$ cat src/rtl/mac_accumulator.sv
// mac_accumulator: streaming multiply-accumulate for one neuron.
// Accumulates VEC_LEN unsigned activation/weight products and the activation
// sum. It then holds both totals until the downstream stage takes them.
module mac_accumulator #(
  parameter int PRECISION      = 8,
  parameter int BIAS_PRECISION = 32,
  parameter int VEC_LEN        = 64
) (
  input  logic                      clk,
  input  logic                      rst,
  input  logic                      in_valid,
  output logic                      in_ready,
  input  logic [PRECISION-1:0]      in_act,
  input  logic [PRECISION-1:0]      in_wgt,
  input  logic                      in_last,
  output logic                      out_valid,
  input  logic                      out_ready,
  output logic                      ce,
  output logic [BIAS_PRECISION-1:0] acc,
  output logic [BIAS_PRECISION-1:0] ai,
  output logic                      err
);

  localparam int CNT_W = $clog2(VEC_LEN + 1);
  localparam logic [CNT_W-1:0] LAST_IDX = CNT_W'(VEC_LEN - 1);

  typedef enum logic [1:0] {S_IDLE, S_ACC, S_HOLD} state_t;

  state_t                    r_state;
  state_t                    w_state_nxt;
  logic [CNT_W-1:0]          r_count;
  logic [BIAS_PRECISION-1:0] r_acc;
  logic [BIAS_PRECISION-1:0] r_ai;
  logic                      r_err;

  logic                      w_accept;
  logic                      w_at_last;
  logic [2*PRECISION-1:0]    w_act_ext;
  logic [2*PRECISION-1:0]    w_wgt_ext;
  logic [2*PRECISION-1:0]    w_prod;
  logic [BIAS_PRECISION-1:0] w_prod_bp;
  logic [BIAS_PRECISION-1:0] w_act_bp;

  // Acceptance depends on registered state only, never on in_valid feeding in_ready.
  assign w_accept  = in_valid & (r_state != S_HOLD);
  assign w_at_last = (r_count == LAST_IDX);

  // Unsigned product at full 2*PRECISION width, then zero-extended; sums wrap.
  assign w_act_ext = {{PRECISION{1'b0}}, in_act};
  assign w_wgt_ext = {{PRECISION{1'b0}}, in_wgt};
  assign w_prod    = w_act_ext * w_wgt_ext;
  assign w_prod_bp = {{(BIAS_PRECISION - 2*PRECISION){1'b0}}, w_prod};
  assign w_act_bp  = {{(BIAS_PRECISION - PRECISION){1'b0}}, in_act};

  assign acc = r_acc;
  assign ai  = r_ai;
  assign err = r_err;

  // State register.
  always_ff @(posedge clk) begin
    if (rst) r_state <= S_IDLE;
    else     r_state <= w_state_nxt;
  end

  // Next-state and handshake decode; the beat counter, not in_last, ends a vector.
  always_comb begin
    w_state_nxt = r_state;
    in_ready    = 1'b0;
    out_valid   = 1'b0;
    ce          = 1'b0;
    case (r_state)
      S_IDLE: begin
        in_ready = 1'b1;
        if (in_valid) w_state_nxt = (VEC_LEN == 1) ? S_HOLD : S_ACC;
      end
      S_ACC: begin
        in_ready = 1'b1;
        if (in_valid && w_at_last) w_state_nxt = S_HOLD;
      end
      S_HOLD: begin
        out_valid = 1'b1;
        if (out_ready) begin
          ce          = 1'b1;
          w_state_nxt = S_IDLE;
        end
      end
      default: w_state_nxt = S_IDLE;
    endcase
  end

  // Accumulators, beat counter and sticky framing flag; the first beat overwrites old totals.
  always_ff @(posedge clk) begin
    if (rst) begin
      r_count <= '0;
      r_acc   <= '0;
      r_ai    <= '0;
      r_err   <= 1'b0;
    end else if (w_accept) begin
      if (r_state == S_IDLE) begin
        r_acc   <= w_prod_bp;
        r_ai    <= w_act_bp;
        r_count <= CNT_W'(1);
      end else begin
        r_acc   <= r_acc + w_prod_bp;
        r_ai    <= r_ai + w_act_bp;
        r_count <= r_count + CNT_W'(1);
      end
      if (in_last != w_at_last) r_err <= 1'b1;
    end else if (r_state == S_HOLD && out_ready) begin
      r_count <= '0;
    end
  end

endmodule

$ cat config.mk
export PLATFORM = sky130hd
export DESIGN_NAME = mac_accumulator
export DESIGN_NICKNAME = d
export VERILOG_FILES = /design/src/rtl/mac_accumulator.sv
export SDC_FILE = /design/constraint.sdc
export NUM_CORES = 1
export LEC_CHECK = 0
export CAP_MARGIN = 5
export CORE_MARGIN = 2
export CORE_UTILIZATION = 30
export CTS_CLUSTER_SIZE = 20
export DETAILED_ROUTE_END_ITERATION = 8
export PLACE_DENSITY = 0.47
export SKIP_LAST_GASP = 1
export SLEW_MARGIN = 20
export SYNTH_ARGS = -nofsm -noshare
export SYNTH_HDL_FRONTEND = slang
export SYNTH_SLANG_ARGS = --single-unit
$ cat constraint.sdc
create_clock -name clk -period 11.4 [get_ports clk]
set_input_delay 2.85 -clock clk [delete_from_list [all_inputs] [get_ports clk]]
set_output_delay 2.85 -clock clk [all_outputs]
set_load 0.02 [all_outputs]
; ---- After elaboration in Yosys (flattened, before gate mapping)
; Index checks and enable logic that the tools add are counted.
[totals]
reg_bits = 74
in_bits = 21
out_inout_bits = 68
wordCells = 38
[op_classes]
addsub = 3
mul = 1
n_eq_ne = 8
n_mux = 13
bitwise_logic = 1
reduce_logical = 7
[op_table]
columns = op, n
row1 = $mux W32, 2
row2 = $add A32 B16 Y32, 1
row3 = $add A32 B8 Y32, 1
row4 = $mux W7, 3
row5 = $mul A8 B8 Y16, 1
row6 = $ne A2 B2 Y1 const B, 4
row7 = $add A7 B1 Y7 const B, 1
row8 = $eq A7 B6 Y1 const B, 1
row9 = $mux W2, 3
row10 = $pmux W2 S3, 1
row11 = $mux W1, 4
row12 = $reduce_and A3 Y1, 1
row13 = $eq A2 B1 Y1 const B, 1
row14 = $eq A2 B2 Y1 const B, 1
row15 = $logic_and A1 B1 Y1, 2
row16 = $logic_not A2 Y1, 1
row17 = $reduce_and A2 Y1, 1
row18 = $reduce_bool A2 Y1, 1
row19 = $reduce_or A2 Y1, 1
row20 = $and A1 B1 Y1, 1
row21 = $ne A1 B1 Y1, 1

; ---- Depth between registers and ports, before layout
[depth]
depth_word = 4
mapped_depth = 25
depth_no_buf = 24

; ---- Least setup slack after synthesis
; No wires, ideal clock.
[synth_timing]
path_kind = input to register
from = input in_act[1]
to = register r_acc[26], in the netlist acc[26]
setup_time_ns = 0.128
t_arrival_ns = 7.759
t_required_ns = 11.272
path_slack_ns = 3.513
path_stages = 22
path_buffers = 1
path_cell_list = and2_1 -> fa_1 -> fa_1 -> inv_1 -> fa_1 -> fa_1 -> inv_1 -> ha_1 -> o21ai_0 -> o21bai_1 -> a21oi_1 -> nor2_1 -> nor3b_1 -> xnor2_1 -> ha_1 -> buf_6 -> a21oi_1 -> o21ai_0 -> o41ai_2 -> nand4b_1 -> xor2_1 -> nor2_1
[synth_via]
elab_chain_cells = 3
[synth_rtl]
columns = element, line
row1 = "start, declared", 13  ; input logic [PRECISION-1:0] in_act,
row2 = $mul A8 B8 Y16, 51  ; assign w_prod = w_act_ext * w_wgt_ext;
row3 = $add A32 B16 Y32, 104  ; r_acc <= r_acc + w_prod_bp;
row4 = $mux W32, 99  ; if (r_state == S_IDLE) begin
row5 = "end signal, assigned", 100  ; r_acc <= w_prod_bp;
row6 = "end signal, assigned", 104
row7 = "end, declared", 32  ; logic [BIAS_PRECISION-1:0] r_acc;
; Every way passes these cells.
; A chain may end at the register's enable or synchronous reset.

; ---- Worst setup path after layout
[layout_timing]
from = input in_act[5]
to = register r_acc[26], in the netlist acc[26]
; The elaborated chain is that of the path after synthesis.

==> impl_metrics.toml <==
[placed_design]
post-place-ws_ns = 2.20
dp_hpwl_um = 13700
dp.cells = 1131
io_buffers = 88
gp_congestion = 0.832

[final_layout]
nets = 984
final_layout_size_suffix_gt1_share_pct = 4.04
syn_to_final_growth_pct = 22.3
stdcell_count = 1147
n_antenna_cell = 0

[worst_setup_path]
crit_family = "adder cells"
cp_common_cell = "fa_1"
worstSetupEndpointType = "flip-flop"
max_stage_delay_ns = 0.80
crit_required_ns = 11.62
cp_num_buf_inv = 4
crit_arrival_ns = 8.99
startpoint_type = "input pin"
worstPathCellList = "clkdlybuf4s50_1 > nand2_1 > fa_1 > fa_1 > inv_1 > fa_1 > inv_1 > fa_1 > inv_1 > ha_1 > o21ai_0 > o21bai_1 > a21oi_1 > nor2_1 > nor3b_1 > xnor2_1 > ha_1 > a21oi_1 > o21ai_0 > o41ai_2 > nand4b_1 > xor2_1 > nor2_1"
slowest_stage = "clkdlybuf4s50_1"
critical_path_class = "in2reg"
path_max_fanout = 10
ff2ff_setup_slack_ns = 8.64

[sta]
finalCriticalPeriod_ns = 8.76
max_freq_mhz = 114
hold_ws_ns = 0.493
drv_slew = 0
hold_viol_final = 0
fin_crit_sh_pct = 76.9
worst_slack_ns = 2.64
finalSetupTns_ns = 0
worst_pin_slew_ns = 0.949
fin_worst_skew_ns = 0.00780
setup_viol = 0
rsz0062_at_grt = "false"
slew_headroom_pct = 36.5

[clock_network]
cts_resized = 0
postCtsSetupBuffers = 0
htree_levels = 3
clkSinkCount = 74
tritoncts.num_buffers = 9
clkTransAtPathRegs_ns = 0.07
clockBufferDepth = 2
clk_latency_ns = 0.35
hold_buffers = 0
root_buffer = "clkbuf_16"
cts_tree = "done"

[floorplan]
rows = 54
ios = 89
die_h_um = 152
start_util_pct = 30.2
coreArea_um2 = 21600
fp.dieArea_um2 = 23000
dieWidth_um = 152

[power]
leakage_uw = 0.00328
internal_power_uw = 844
switching_share_pct = 44.6
p_seq_share_pct = 19.6
p_comb_share_pct = 59.4
power_density_nw_per_um2 = 190
power.switching_uw = 678
peakVddDrop_uv = 78.9
clockPowerShare_pct = 21.0

[route]
wl_per_cell_um = 15.8
drc = 0
wirelength_um = 18100
avgViaCountPerCell = 4.96
drt_iter0_drc = 223
antenna_left = 0
drt_first_pass_iters = 4
route.vias.total = 5687

[logic_synthesis]
synth_edf_count = 0
yosysWarnings = 0
synthTopCellsByCount = "90 x nor2_1, 74 x dfxtp_1, 63 x ha_1, 62 x inv_1, 58 x and2_1"
syn_area_um2 = 6540
postSynth.asyncResetShare_pct = 0
syn_inst = 787
synth_nets = 909
yosysMostFrequentCell = "nor2_1"
synth-seq-cells = 74
synth_top_cell_by_area = "dfxtp_1"
synth_area_per_cell_um2 = 8.31
yosys-top-cells-area = "dfxtp_1 23%, ha_1 12%, fa_1 12%"
yosysTopAreaCellShare_pct = 22.7
seq_area_frac_synth_pct = 22.7
ys_types = 61
dominantRegCellSynth = "dfxtp_1"

[grt]
grt_pass1_vias = 5640
grt_pass1_wl_um = 30200
overflow = 0
grt_max_degree = 41
antenna_found_initial = 0
grt_usage_pct = 16.7

[status]
outcome = "finished clean"

[hold_path]
hold_path.class = "reg2reg"

[run]
max_cap_violations = 0
## metrics by stage
step / area, um^2 / utilization [%] / total power [uW]
6_report: 7990 / 37.0 / 1520
5_1_grt: 7990 / 37.0 / 1670
4_1_cts: 7990 / 37.0 / 1540
3_5_place_dp: 7670 / 35.5 / 1210
3_3_place_gp: 7670 / 35.5 / 1210
2_1_floorplan: 6540 / - / 1010
## state kept, by name, summed over array words and instances (netlist names)
register and flops:
err 1, r_count 7, r_state 2, ai 32, acc 32
## layout by cell type (no fill, tap or decap), types with 9 or more instances in the layout
cell type / instances
nor2_1: 90
clkdlybuf4s50_1: 88
dfxtp_1: 74
ha_1: 63
inv_1: 62
and2_1: 58
nand2_1: 53
a21oi_1: 44
xnor2_1: 40
fa_1: 38
o21ai_0: 23
xor2_1: 19
nor3_1: 18
o21ai_1: 17
nand3_1: 17
a211oi_1: 12
a21o_1: 11
or3_1: 10
and3_1: 9
o22ai_1: 9
clkbuf_16: 9
## routing by layer
layer | track usage (%) | share of wire [%] | vias to the layer above | wire length (um)
li1 | - | - | 2868 | -
met1 | 23.5 | 51 | 2707 | 9180
met2 | 25.6 | 43 | 93 | 7800
met3 | 3.92 | 4.6 | 19 | 840
met4 | 4.17 | 1.7 | 0 | 314
met5 | 0 | 0 | - | 0
## kinds of logic (layout without fill, tap and decap cells)
group | count (synthesis) | count (layout) | synth area share, %
AO/OA/AOI/OAI | 169 | 169 | 17.2
XOR/XNOR | 59 | 59 | 7.91
adder cells (fa/ha/maj) | 101 | 101 | 23.7
buffers and inverters | 90 | 170 | 5.53
flip-flops | 74 | 74 | 22.7
AND/OR/NAND/NOR | 294 | 294 | 23.0
## final timing paths
path                                 start  depth (start not counted)         end
worst max-delay path             in_act[5]                         23     acc[26]
worst min-delay path            r_count[5]                          1  r_count[5]
worst max register to register  r_state[0]                          6     acc[20]
worst min register to register  r_count[5]                          1  r_count[5]
## power by group through the flow
stage	sequential, uW	clock [uW]	combinational (uW)
global placement	306	0	908
floorplan	319	0	693
global route	302	340	1030
CTS	300	327	910
finish	299	319	905
detailed placement	305	0	902
## final cells by class
type                            instances  area [um^2]
Fill cell                            2283        13600
Timing Repair Buffer                   92          911
Clock inverter                          7         98.8
Multi-Input combinational cell        623         4690
Tap cell                              280          350
Inverter                               62          233
Clock buffer                            9          225
Sequential cell                        74         1480
(Power assumes the default switching activity.)
==> RTL change (config.mk and constraints unchanged) <==
Register the output `err` once more, cleared by the reset; this adds one clock of latency there. The other outputs are not delayed to match.
--- a/src/rtl/mac_accumulator.sv
+++ b/src/rtl/mac_accumulator.sv
@@ -56,3 +56,9 @@
   assign ai  = r_ai;
-  assign err = r_err;
+  always_ff @(posedge clk) begin
+    if (rst) begin
+      err <= '0;
+    end else begin
+      err <= r_err;
+    end
+  end
 
Formal check against the unedited RTL: not equivalent (Yosys sat finds a counterexample within 4 cycles, from zero or initial values and one cycle with rst high).
==> RTL change against the original RTL <==
Worst setup slack got worse by 0.31 ns. Critical path depth fell by 3. Sequential power grew 2%. Sequential cell count grew 1. Global-route usage up 0.59 points. Area after synthesis rose by 4.7%. Critical endpoint is now acc[23]. Routed wire length is 9.7% higher. Core utilization down 0.23 points. First-iteration DRC count rose by 21%. Design area is 3.4% higher. Largest cell class unchanged. Power is 1.9% lower.
==> RTL change: results (changes against the original RTL) <==
INFO  metric status = completed (unchanged)
INFO  metric critPathLaunch = in_act[1] (was in_act[5])
INFO  metric worstPathArrival = 9.32 ns (was 8.99 ns)
INFO  metric layoutNonFillerInstCount = 1210 (was 1147)
INFO  metric worst-slew-pin-transition = 0.8606 ns (was 0.9488 ns)
INFO  metric synth_nets = 968 (was 909)
INFO  metric global_route.usage.total = 17.25% (was 16.66%)
INFO  metric drive_gt1_share = 4.649% (was 4.037%)
INFO  metric worstRegToRegCells = 10 (was 6)
INFO  metric gpl.final_weighted_congestion = 0.7884 (was 0.8316)
INFO  metric synth_xor_area_share = 5.505% (was 7.906%)
INFO  metric critical_path.reg2reg.startpoint = ai[0] (was r_state[0])
INFO  metric place.detailed.hpwl = 15140 um (was 13650 um)
INFO  metric nFillCells = 2279 (was 2283)
INFO  metric crit_path_max_fanout = 11 (was 10)
INFO  metric netlist_top_cells_area = dfxtp_1, ha_1, fa_1 (unchanged)
INFO  metric synth.mux.area_fraction = 1.170% (was 0%)
INFO  metric timing.hold.worst_path_depth = 2 (was 1)
INFO  metric regToRegEndpoint = ai[14] (was acc[20])
INFO  metric routed_wire_length_per_instance = 16.44 um (was 15.80 um)
INFO  metric grt_util_met2 = 26.65% (was 25.63%)
INFO  metric area_share_of_fa_ha_maj_cells_after_synthesis = 22.64% (was 23.70%)
INFO  metric grt_start_max_net_pins = 43 (was 41)
INFO  metric global_route_wire_length_before_repair = 33440 um (was 30160 um)
INFO  metric placed_cells = 1194 (was 1131)
INFO  metric holdCritStartpoint = r_err (was r_count[5])
INFO  metric worst_hold_slack = 0.4640 ns (was 0.4933 ns)
INFO  metric met3_usage = 2.786% (was 3.922%)
INFO  metric fraction_of_the_mapped_netlist_area_in_compound_gates = 18.91% (was 17.21%)
INFO  metric layout.nets = 1042 (was 984)
INFO  metric gr-usage-met1 = 24.96% (was 23.53%)
INFO  metric synth.cells.most_frequent = nor2_1, dfxtp_1, nand2_1 (was nor2_1, dfxtp_1, ha_1)
INFO  metric via_count = 6191 (was 5687)
INFO  metric syn-instance-count = 846 (was 787)
RTL change: changes by cell type after synthesis, sizes merged, moves of 9 or more:
cell	delta
o21a	+10
nor2	-9
xor2	-11
nand2	+18
nand3	+13
or2	+9
a211oi	+11
RTL change: critical path: stages:
cell and delay (ns):
clkdlybuf4s50_1 0.65, and2_1 0.31, fa_1 0.45, fa_1 0.54, inv_1 0.05, fa_1 0.48
fa_1 0.55, inv_1 0.04, ha_1 0.33, o21ai_0 0.13, o21a_1 0.21, o31ai_1 0.41
xor2_1 0.27, ha_1 0.34, and3_1 0.25, a31oi_1 0.24, o21ai_1 0.15, a41oi_1 0.76
nor3_1 0.11, o21a_1 0.20
RTL change: logic make-up after synthesis:
family	Yosys count
AO/OA/AOI/OAI	195
XOR/XNOR	43
adder cells (fa/ha/maj)	101
buffers and inverters	95
flip-flops	75
multiplexers	8
AND/OR/NAND/NOR	329
RTL change: metrics by stage:
step	instance area (sq um)	power, mW	setup WS [ns]
finish	8267	1.494	2.321
global route	8267	1.640	1.711
CTS	8267	1.505	2.354
detailed placement	7981	1.213	2.038
global placement	7979	1.224	2.067
floorplan	6842	0.9899	3.558
RTL change: area by class of cell:
cell class / instances / share of cell area, %
multi-input cells: 676 / 59.97
repair buffers: 94 / 11.20
clock inverters: 6 / 0.5600
well taps: 285 / 4.314
inverters: 64 / 2.906
flip-flops and latches: 75 / 18.16
clock buffers: 10 / 2.891
RTL change: power breakdown:
group	leakage (nW)	internal, mW	switching, mW
clock	0.135	0.155	0.126
sequential	0.611	0.282	0.0229
combinational	2.59	0.378	0.531
total	3.34	0.814	0.680
RTL change: per-layer routing:
layer  part of all wire [%]  wire [um]
met1                     51      10240
met2                     43       8640
met3                    4.0        794
met4                    1.1        213
met5                      0          0
